===== src/rtl/chunked_adder_pkg.sv =====
// Shared types and constants for the chunked adder controller: chunk width,
// FSM state encoding and sizing of the chunk index register.
package chunked_adder_pkg;

    localparam int CHUNK_W = 3;

    typedef enum logic [1:0] {
        IDLE = 2'd0,
        RUN  = 2'd1,
        DONE = 2'd2
    } state_t;

    // A single chunk still needs a 1-bit index register.
    function automatic int idx_width(input int chunks);
        return (chunks > 1) ? $clog2(chunks) : 1;
    endfunction

endpackage


===== src/rtl/adder_3_bit.sv =====
// 3-bit ripple-carry adder datapath consumed by chunked_adder_ctrl.
// Bit 1 is the LSB: A1/B1/S, A2/B2/S2 and A3/B3/S3.
module adder_3_bit (
    input  logic A1,
    input  logic A2,
    input  logic A3,
    input  logic B1,
    input  logic B2,
    input  logic B3,
    input  logic Cin,
    output logic S,
    output logic S2,
    output logic S3,
    output logic Cout
);

    logic c1;
    logic c2;

    assign S    = A1 ^ B1 ^ Cin;
    assign c1   = (A1 & B1) | (Cin & (A1 ^ B1));
    assign S2   = A2 ^ B2 ^ c1;
    assign c2   = (A2 & B2) | (c1 & (A2 ^ B2));
    assign S3   = A3 ^ B3 ^ c2;
    assign Cout = (A3 & B3) | (c2 & (A3 ^ B3));

endmodule


===== src/rtl/chunked_adder_ctrl.sv =====
// Sequential WIDTH-bit adder that walks 3-bit chunks through adder_3_bit, LSB first.
// Define CHUNKED_ADDER_OVF_EN to compute the signed overflow flag; otherwise ovf is tied low.
module chunked_adder_ctrl
    import chunked_adder_pkg::*;
#(
    parameter int WIDTH = 12
) (
    input  logic             clk,
    input  logic             rst_n,
    input  logic             in_valid,
    output logic             in_ready,
    input  logic [WIDTH-1:0] a,
    input  logic [WIDTH-1:0] b,
    input  logic             cin,
    output logic             out_valid,
    input  logic             out_ready,
    output logic [WIDTH-1:0] sum,
    output logic             cout,
    output logic             ovf
);

    localparam int                CHUNKS   = WIDTH / CHUNK_W;
    localparam int                IDX_W    = idx_width(CHUNKS);
    localparam logic [IDX_W-1:0]  LAST_IDX = IDX_W'(CHUNKS - 1);

    if ((WIDTH % CHUNK_W) != 0 || WIDTH < CHUNK_W) begin : g_width_check
        $error("chunked_adder_ctrl: WIDTH must be a positive multiple of 3");
    end

    state_t             state;
    state_t             state_next;
    logic [IDX_W-1:0]   idx;
    logic [WIDTH-1:0]   a_reg;
    logic [WIDTH-1:0]   b_reg;
    logic [WIDTH-1:0]   sum_reg;
    logic               carry;
    logic               cout_reg;
    logic               last_chunk;
    logic [CHUNK_W-1:0] a_chunk;
    logic [CHUNK_W-1:0] b_chunk;
    logic               s1;
    logic               s2;
    logic               s3;
    logic               c_out;

    assign a_chunk    = a_reg[CHUNK_W*idx +: CHUNK_W];
    assign b_chunk    = b_reg[CHUNK_W*idx +: CHUNK_W];
    assign last_chunk = (idx == LAST_IDX);

    adder_3_bit u_adder (
        .A1   (a_chunk[0]),
        .A2   (a_chunk[1]),
        .A3   (a_chunk[2]),
        .B1   (b_chunk[0]),
        .B2   (b_chunk[1]),
        .B3   (b_chunk[2]),
        .Cin  (carry),
        .S    (s1),
        .S2   (s2),
        .S3   (s3),
        .Cout (c_out)
    );

    // NOTE: sequential state uses <= so every register samples pre-edge values.
    always_ff @(posedge clk) begin
        if (!rst_n) begin
            state <= IDLE;
        end else begin
            state <= state_next;
        end
    end

    // NOTE: defaults first so no path through this block can infer a latch.
    always_comb begin
        state_next = state;
        in_ready   = 1'b0;
        out_valid  = 1'b0;
        case (state)
            IDLE: begin
                in_ready = 1'b1;
                if (in_valid) state_next = RUN;
            end
            RUN: begin
                if (last_chunk) state_next = DONE;
            end
            DONE: begin
                out_valid = 1'b1;
                if (out_ready) state_next = IDLE;
            end
            default: state_next = IDLE;
        endcase
    end

    // NOTE: operand registers carry no reset; they are only read in RUN after a load.
    always_ff @(posedge clk) begin
        if (state == IDLE && in_valid) begin
            a_reg <= a;
            b_reg <= b;
        end
    end

    always_ff @(posedge clk) begin
        if (!rst_n) begin
            idx      <= '0;
            carry    <= 1'b0;
            sum_reg  <= '0;
            cout_reg <= 1'b0;
        end else begin
            case (state)
                IDLE: begin
                    if (in_valid) begin
                        idx   <= '0;
                        carry <= cin;
                    end
                end
                RUN: begin
                    sum_reg[CHUNK_W*idx +: CHUNK_W] <= {s3, s2, s1};
                    carry <= c_out;
                    if (last_chunk) begin
                        idx      <= '0;
                        cout_reg <= c_out;
                    end else begin
                        idx <= idx + 1'b1;
                    end
                end
                DONE: begin
                    if (out_ready) idx <= '0;
                end
                default: idx <= '0;
            endcase
        end
    end

`ifdef CHUNKED_ADDER_OVF_EN
    logic ovf_reg;

    // s3 on the final chunk is the result sign bit.
    always_ff @(posedge clk) begin
        if (!rst_n) begin
            ovf_reg <= 1'b0;
        end else if (state == IDLE && in_valid) begin
            ovf_reg <= 1'b0;
        end else if (state == RUN && last_chunk) begin
            ovf_reg <= (a_reg[WIDTH-1] == b_reg[WIDTH-1]) && (s3 != a_reg[WIDTH-1]);
        end
    end

    assign ovf = ovf_reg;
`else
    assign ovf = 1'b0;
`endif

    assign sum  = sum_reg;
    assign cout = cout_reg;

endmodule


===== config.mk =====
export PLATFORM = sky130hd
export DESIGN_NAME = chunked_adder_ctrl
export DESIGN_NICKNAME = d
export VERILOG_FILES = /design/src/rtl/chunked_adder_pkg.sv /design/src/rtl/adder_3_bit.sv /design/src/rtl/chunked_adder_ctrl.sv
export SDC_FILE = /design/constraint.sdc
export NUM_CORES = 1
export LEC_CHECK = 0
export ABC_AREA = 1
export CAP_MARGIN = 30
export CORE_MARGIN = 4
export CORE_UTILIZATION = 53
export CTS_CLUSTER_DIAMETER = 200
export DETAILED_ROUTE_END_ITERATION = 10
export GPL_ROUTABILITY_DRIVEN = 0
export PLACE_DENSITY = 0.81
export SLEW_MARGIN = 10
export SYNTH_ARGS = -nofsm -noshare
export SYNTH_HDL_FRONTEND = slang
export SYNTH_HIERARCHICAL = 1
export SYNTH_SLANG_ARGS = --single-unit

===== constraint.sdc =====
create_clock -name clk -period 3.9 [get_ports clk]
set_input_delay 0.975 -clock clk [delete_from_list [all_inputs] [get_ports clk]]
set_output_delay 0.975 -clock clk [all_outputs]
set_load 0.02 [all_outputs]

==> results of run 1 <==
[routing by layer]
layer,vias up,global-route usage (%)
met3,4,4.433
met5,-,0
met4,0,5.459
met2,43,30.20
met1,657,20.45
li1,783,-
[area by class of cell]
cell class	instances	area [sq um]	area share, %
Sequential cell	42	1081	43.68
Multi-Input combinational cell	133	665.6	26.90
Timing Repair Buffer	44	437.9	17.69
Inverter	41	153.9	6.218
Tap cell	46	57.56	2.326
Clock buffer	6	41.29	1.668
Clock inverter	2	37.54	1.517
[critical path, stage by stage (launching register included)]
cell and delay (ns):
dfxtp_1 0.33, inv_1 0.40, o21ai_0 0.14, o22ai_1 0.12
inv_1 0.07, fa_1 0.40, inv_1 0.07, fa_1 0.16
inv_1 0.05, fa_1 0.42, inv_1 0.08, nand2_1 0.07
nor2_1 0.14, nand2_1 0.08, nand2_1 0.06, inv_1 0.03
nor2_1 0.07
[per-stage QoR]
step	std cells	area, sq um	total power (W)	utilization (%)	hold slack (ns)
after floorplan	220	1922	0.0006367	-	0.5408
after global placement	306	2396	0.0007024	70.15	0.4547
after detailed placement	306	2396	0.0007056	70.15	0.4558
after CTS	314	2475	0.0009696	72.45	0.4738
after global routing	314	2475	0.001019	72.45	0.5133
final	314	2475	0.0009604	72.45	0.4713
[placed cells by master (no fill, tap or decap), types with 3 or more instances in the layout]
cell / n
a21oi_1: 6
o22ai_1: 6
clkdlybuf4s50_1: 43
ha_1: 6
inv_1: 41
nand3_1: 10
fa_1: 3
clkbuf_4: 5
o21ai_0: 19
nand2_1: 39
edfxtp_1: 24
nor2_1: 41
dfxtp_1: 18
[how the worst max path moves through the flow]
stage | to | slack, ns
detailed placement | sum[5] | 1.21
global placement | a_reg[1] | 1.29
global route | sum[5] | 0.89
CTS | sum[5] | 1.15
finish | sum[5] | 1.14
floorplan | sum[5] | 1.33
[logic make-up after synthesis]
group / synth area share [%]
flops: 56.25
fa+ha+maj: 7.031
other cells: 0.1951
simple gates: 18.56
buf+inv: 9.115
compound gates: 8.855
[power groups by stage]
stage / clock, W / sequential, W / combinational (W)
after global placement: 0 / 0.000518 / 0.000184
after global routing: 0.000293 / 0.000512 / 0.000215
after CTS: 0.000273 / 0.000509 / 0.000187
after detailed placement: 0 / 0.000520 / 0.000186
after floorplan: 0 / 0.000524 / 0.000113
final: 0.000263 / 0.000509 / 0.000188
==> run summary, run 1 <==
The flow ran to the end, and the final reports show no timing, DRC or antenna violations. The number of antenna violations at the first check in global routing came to 0. The clock transition at the register clock pins on the worst setup and hold paths after CTS came out at ~0.12 ns. At the worst endpoint, the required time is approximately 4.2 ns.

The remaining global-route overflow is 0. The worst path in the final design needs a cycle of 2.757 ns, including I/O delays and setup. The peak clock frequency supported by timing is 362.7 MHz. The floorplan die width came out at just under 70 um.

Summed over all nets, the switching power comes to 0.0002472 W. The number of distinct library cells after synthesis came out at 17. The sequential cell area fraction in the yosys report came out at a little under three fifths. The clock latency reported for the late side of the worst-skew pair is between 0.3 and 0.4 ns.

The detail-routed net length per standard cell came out at around 11 um. The diode insertion count for antenna repair is 0. The critical hold path startpoint is sum[7]. The number of clock buffers added by TritonCTS is 5. The number of synthesized flops with an enable pin is 24. The area added between synthesis and finish came out at 28.78%. The total wire length after detailed routing is about 3500 um. The detailed router put a total of 1477 um of wire on met1. The via count came out at roughly 1500. The combinational fraction of design power came out at between 15 and 20%. The count of cells along the worst hold path came out at 2.

The hold violation total from the final report came out at 0. Setup repair after global routing left no endpoint under its margin. The wire length of the first global-routing pass came out at 5906 um.

For hold timing, the worst endpoint is sum[7]. The number of post-CTS setup repair buffers is 0. In the routed layout, each cell is associated on average with a via count of around 4.7. Cells with a size suffix above 1 make up ~3.4% of the layout. Once the floorplan was initialized, standard cells occupied between 50 and 60% of the core. The register share of total power came out at a little over half. In this run the worst path has a maximum fanout of 19.

The level count of the clock H-tree is 2. The post-synthesis cell area is ~1900 sq um. The critical path in this run is classified as flip-flop to flip-flop.

The placeable core region is ~3400 sq um. For this design, the sink count on the clock tree is 42. The overall routing resource usage is approximately 17%. The DRC violation count after routing came out at 0. Entering global routing, the biggest net connects 25 pins.

Setup slack closes at between 1 and 1.5 ns. The post-detailed-placement half-perimeter wirelength is between 2000 and 3000 um. The final worst clock skew came out at between 0.006 and 0.007 ns. The relative slew slack is a little over two fifths. The routed length on met3 is ~210 um. The pre-CTS setup slack came out at between 1 and 1.5 ns. The synthesized netlist cell count came out at between 200 and 250.

Signal routing reaches up to met4. STA classifies the critical path startpoint as a flip-flop. The flip-flop and latch count after synthesis is 42. The number of buffers inserted by hold repair at cts came out at 0. The number of ports placed on the die boundary is 45.

The part of the power in the clock network came out at 27.4%. The setup check on the worst reg-to-reg path leaves a slack of ~1.1 ns. The number of warning messages in the yosys log is 6. The largest total area in the synthesized netlist belongs to edfxtp_1. In this run the biggest area consumer among cell types represents a little under two fifths of the synthesized area. The sum of negative setup slack came out at 0 ns. TritonCTS built the clock tree. The number of filler cells placed in the layout is 261.

The dominant register cell in the synthesized netlist is edfxtp_1. The slew at the pin with the worst max-slew slack is ~0.84 ns. The number of global-route vias before repair is 1445. Internal power comes to 0.0007132 W.

The power density over cell area is between 300 and 400 nW/um^2. The maximum vdd drop is approximately 270 uV. Measured along the y axis, the die boundary spans slightly below 70 um.

In this run the deepest clock path goes through 2 buffers. The max-slew violation count came out at 0. Dividing the final minimum period by the clock period gives a little over 70%. The endpoint identified for the worst register-to-register timing path is sum[5]. The total nets after synthesis is roughly 260. Summed over all cells, the static leakage comes to approximately 1.1 nW. The area of the die came out at roughly 4700 sq um. The total iterations of the first detailed-routing run is 4.

Ranked by total cell area, the synthesized netlist is headed by edfxtp_1, dfxtp_1, inv_1, nor2_1, nand2_1. The path type of the worst min-delay path is flip-flop to flip-flop. The data arrival time at the worst-slack endpoint is a little over 3 ns. The net switching fraction of the power is 25.74%. The layout net count came out at slightly above 300. The worst setup path is captured at a flip-flop. A synthesized cell averages between 8 and 9 sq um. The initialized floorplan defines 21 standard-cell rows.

The root buffer cell is clkbuf_4. The number of violations of the max-capacitance limit is 0. The detailed router finished its first iteration with 78 violations. Setup violations remaining at the end of the flow were counted as 0.

The count of buffers inserted at the top-level ports is 43. The amount of wire on met2 after detailed routing came out at ~1800 um. The launch point of the critical path is idx[0]. Of all flip-flops after synthesis, the portion carrying an async set or reset was 0%. The startpoint identified for the worst register-to-register timing path is idx[0].

The number of routed nets with antenna violations came out at 0. The logic depth of the worst register-to-register path is 16. Sorting the synthesized cells by how often they occur yields inv_1, nor2_1, nand2_1, edfxtp_1, o21ai_0.

The post-cts repair resize count came out at 0.
No activity file was read; power rests on OpenSTA's default activity.
==> run 2, diff against run 1 <==
--- a/config.mk
+++ b/config.mk
@@ -8,11 +8,11 @@
 export ABC_AREA = 1
 export CAP_MARGIN = 30
 export CORE_MARGIN = 4
-export CORE_UTILIZATION = 53
+export CORE_UTILIZATION = 44
 export CTS_CLUSTER_DIAMETER = 200
 export DETAILED_ROUTE_END_ITERATION = 10
 export GPL_ROUTABILITY_DRIVEN = 0
-export PLACE_DENSITY = 0.81
+export PLACE_DENSITY = 0.72
 export SLEW_MARGIN = 10
 export SYNTH_ARGS = -nofsm -noshare
 export SYNTH_HDL_FRONTEND = slang
==> constraint.sdc (replaced) <==
create_clock -name clk -period 2.4 [get_ports clk]
set_input_delay 0.6 -clock clk [delete_from_list [all_inputs] [get_ports clk]]
set_output_delay 0.6 -clock clk [all_outputs]
set_load 0.02 [all_outputs]
==> run summary, run 2 (synthesis gave the netlist of run 1 again) <==
The clock latency reported for the late side of the worst-skew pair is 0.29 ns (-0.04 ns). The path type of the worst min-delay path is flip-flop to flip-flop. The power density over cell area came out at 692.2 nW/um^2 (+78%). The remaining global-route overflow is 0 (unchanged). The number of violations of the max-capacitance limit came out at 0 (unchanged).

STA classifies the critical path startpoint as a flip-flop. The number of placed cells counting well taps came out at 315 (+2.9%). The area taken by multi-input logic gates is 711.9 sq um (+7.0%). The cell sitting at the root of the clock tree is a clkbuf_8. The number of antenna violations at the first check in global routing came to 0 (unchanged). The level count of the clock H-tree is 2 (unchanged). The leading cell type in the layout, fill and taps excluded is clkdlybuf4s50_1. Setup repair after global routing could not meet its margin everywhere.

The largest driver fanout on the critical path is 6 (-13). The final critical-path required period is 2.411 ns (-0.3464 ns). The detail-routed net length per standard cell is 11.50 um (+2.3%). The post-placement cell area is 2445 sq um (+2.0%).

The initial DRC count is 46 (-41%). The layout cell share with drive strength beyond 1 is 13.72% (+10 points). The cell row count came out at 23 (+9.5%). The total wire length after detailed routing came out at 3762 um (+6.5%). The clock transition at the register clock pins on the worst setup and hold paths after CTS is 0.08 ns (-0.04 ns). The count of buffers inserted at the top-level ports came out at 43 (unchanged). The final reports fail on setup timing.

The floorplan die height came out at 74.09 um (+8.6%). The total iterations of the first detailed-routing run came to 4 (unchanged). The data arrival time at the worst-slack endpoint came out at 2.64 ns (-0.39 ns). The part of the cycle the worst path needs was 100.5% (+30 points). The number of routed nets with antenna violations came out at 0 (unchanged). The number of global-route vias before repair is 1428 (-1.2%).

Compared with the post-synthesis result, the final layout area differs by 38.87%. The maximum vdd drop is 525.6 uV (+95%). The via count came out at 1548 (+4.1%).

The post-detailed-placement half-perimeter wirelength is 2776 um (+4.1%). The routed via count divided by cell count came to 4.734 (about the same). The layout net count came out at 314 (+3.0%). The library cells used most frequently in the layout, excluding fill and tap cells, are clkdlybuf4s50_1, nand2_1, nor2_1. TritonCTS built the clock tree. The pre-CTS setup slack was -0.08223 ns (-1.294 ns). The count of final setup violators came out at 1 (+1). The floorplan die width is 74.09 um (+8.6%). The hold violation total from the final report is 0 (unchanged).

The diode insertion count for antenna repair is 0 (unchanged). The overall routing resource usage is 14.52% (-2.7 points). The number of clock buffers inserted by TritonCTS came out at 5 (unchanged).

The worst setup path is captured at a flip-flop. The setup slack of the critical path after layout is -0.01098 ns (-1.154 ns). The number of buffers on the longest clock path came out at 2 (unchanged). The number of ports placed on the die boundary came out at 45 (unchanged).

The placeable core region came to 4115 sq um (+20%). The data required time at the worst endpoint is 2.63 ns (-1.54 ns). The number of filler cells placed in the layout came out at 343 (+31%). The area of the die was 5489 sq um (+18%). The pin count of the biggest net entering global routing is 25 (unchanged). The DRC violation count after routing came out at 0 (unchanged).

The wire length of the first global-routing pass came out at 5989 um (+1.4%). The final worst clock skew came to 0.005380 ns (-0.001348 ns). The effective utilization at floorplan is 46.70% (-9.6 points). The worst setup path is of the flip-flop to flip-flop kind.

The number of standard cells in the layout, taps in and fillers out came out at 327 (+4.1%). The number of clock sinks is 42 (unchanged). The peak clock frequency supported by timing came to 414.8 MHz (+14%). The max-slew violation count came out at 0 (unchanged). The flow ran to the end, but the final reports show violations. The core utilization of the finished layout came to 64.85% (-7.6 points).

The total power draw is 0.001847 W (+92%). The post-route cell area came out at 2669 sq um (+7.8%). The area of all sequential standard cells came to 1089 sq um (+0.69%). The standby leakage power came out at 1.133 nW (+7.8%).
run 2: worst max-delay path, stage by stage, from the launching register on:
cell,delay (ns)
dfxtp_4,0.41
buf_6,0.13
nor2_4,0.04
o22ai_2,0.11
inv_1,0.09
fa_2,0.39
inv_2,0.06
fa_2,0.18
inv_2,0.04
fa_1,0.44
inv_2,0.08
nand2_2,0.07
nor2_2,0.11
nand2_1,0.06
nand2_1,0.06
inv_1,0.04
nor2_1,0.07
run 2: repair_timing:
item	CTS	global route
hold buffers	0	0
setup endpoints to repair	3	4
resized for setup	10	16
pin swaps	1	3
buffers inserted	3	1
run 2: report_power, final:
| group | total [W] | switching [W] | internal (W) |
|---|---|---|---|
| Combinational | 0.000355 | 0.000196 | 0.000159 |
| Clock | 0.000662 | 0.000246 | 0.000417 |
| Sequential | 0.000830 | 0.0000223 | 0.000808 |
run 2: final cells by class:
type                            instances  area share, %
Sequential cell                        42          40.79
Timing Repair Buffer                   53          19.08
Clock buffer                            5          2.579
Inverter                               41          5.954
Multi-Input combinational cell        133          26.68
Clock inverter                          3          2.579
Tap cell                               50          2.344
run 2: worst paths after layout:
kind / startpoint / to / slack [ns] / depth (start not counted)
setup / recovery: idx[0] / sum[5] / -0.01 / 16
hold / removal: sum[7] / sum[7] / 0.47 / 2
setup reg to reg: idx[0] / sum[5] / -0.01 / 16
hold reg to reg: sum[7] / sum[7] / 0.47 / 2
run 2: stage by stage:
step | hold WS (ns) | setup TNS, ns
3_3_place_gp | 0.4545 | 0
2_1_floorplan | 0.5408 | 0
3_5_place_dp | 0.4574 | -0.1787
4_1_cts | 0.4694 | 0
6_report | 0.4667 | -0.01098
5_1_grt | 0.5109 | -0.3149
run 2: per-layer routing:
layer  global-route usage [%]  up-vias  part of all wire, %
met2                    24.90       44                   48
met3                    5.135        8                  6.7
met5                        0        -                    0
met1                    16.82      694                   44
li1                         -      802                    -
met4                    5.030        0                  1.6
==> run 3, diff against run 2 <==
--- a/config.mk
+++ b/config.mk
@@ -6,10 +6,10 @@
 export NUM_CORES = 1
 export LEC_CHECK = 0
 export ABC_AREA = 1
+export ABC_CLOCK_PERIOD_IN_PS = 2400
 export CAP_MARGIN = 30
 export CORE_MARGIN = 4
 export CORE_UTILIZATION = 44
-export CTS_CLUSTER_DIAMETER = 200
 export DETAILED_ROUTE_END_ITERATION = 10
 export GPL_ROUTABILITY_DRIVEN = 0
 export PLACE_DENSITY = 0.72
==> results of run 3 <==
No change in the layout: final DEF, timing and power equal those of run 2.
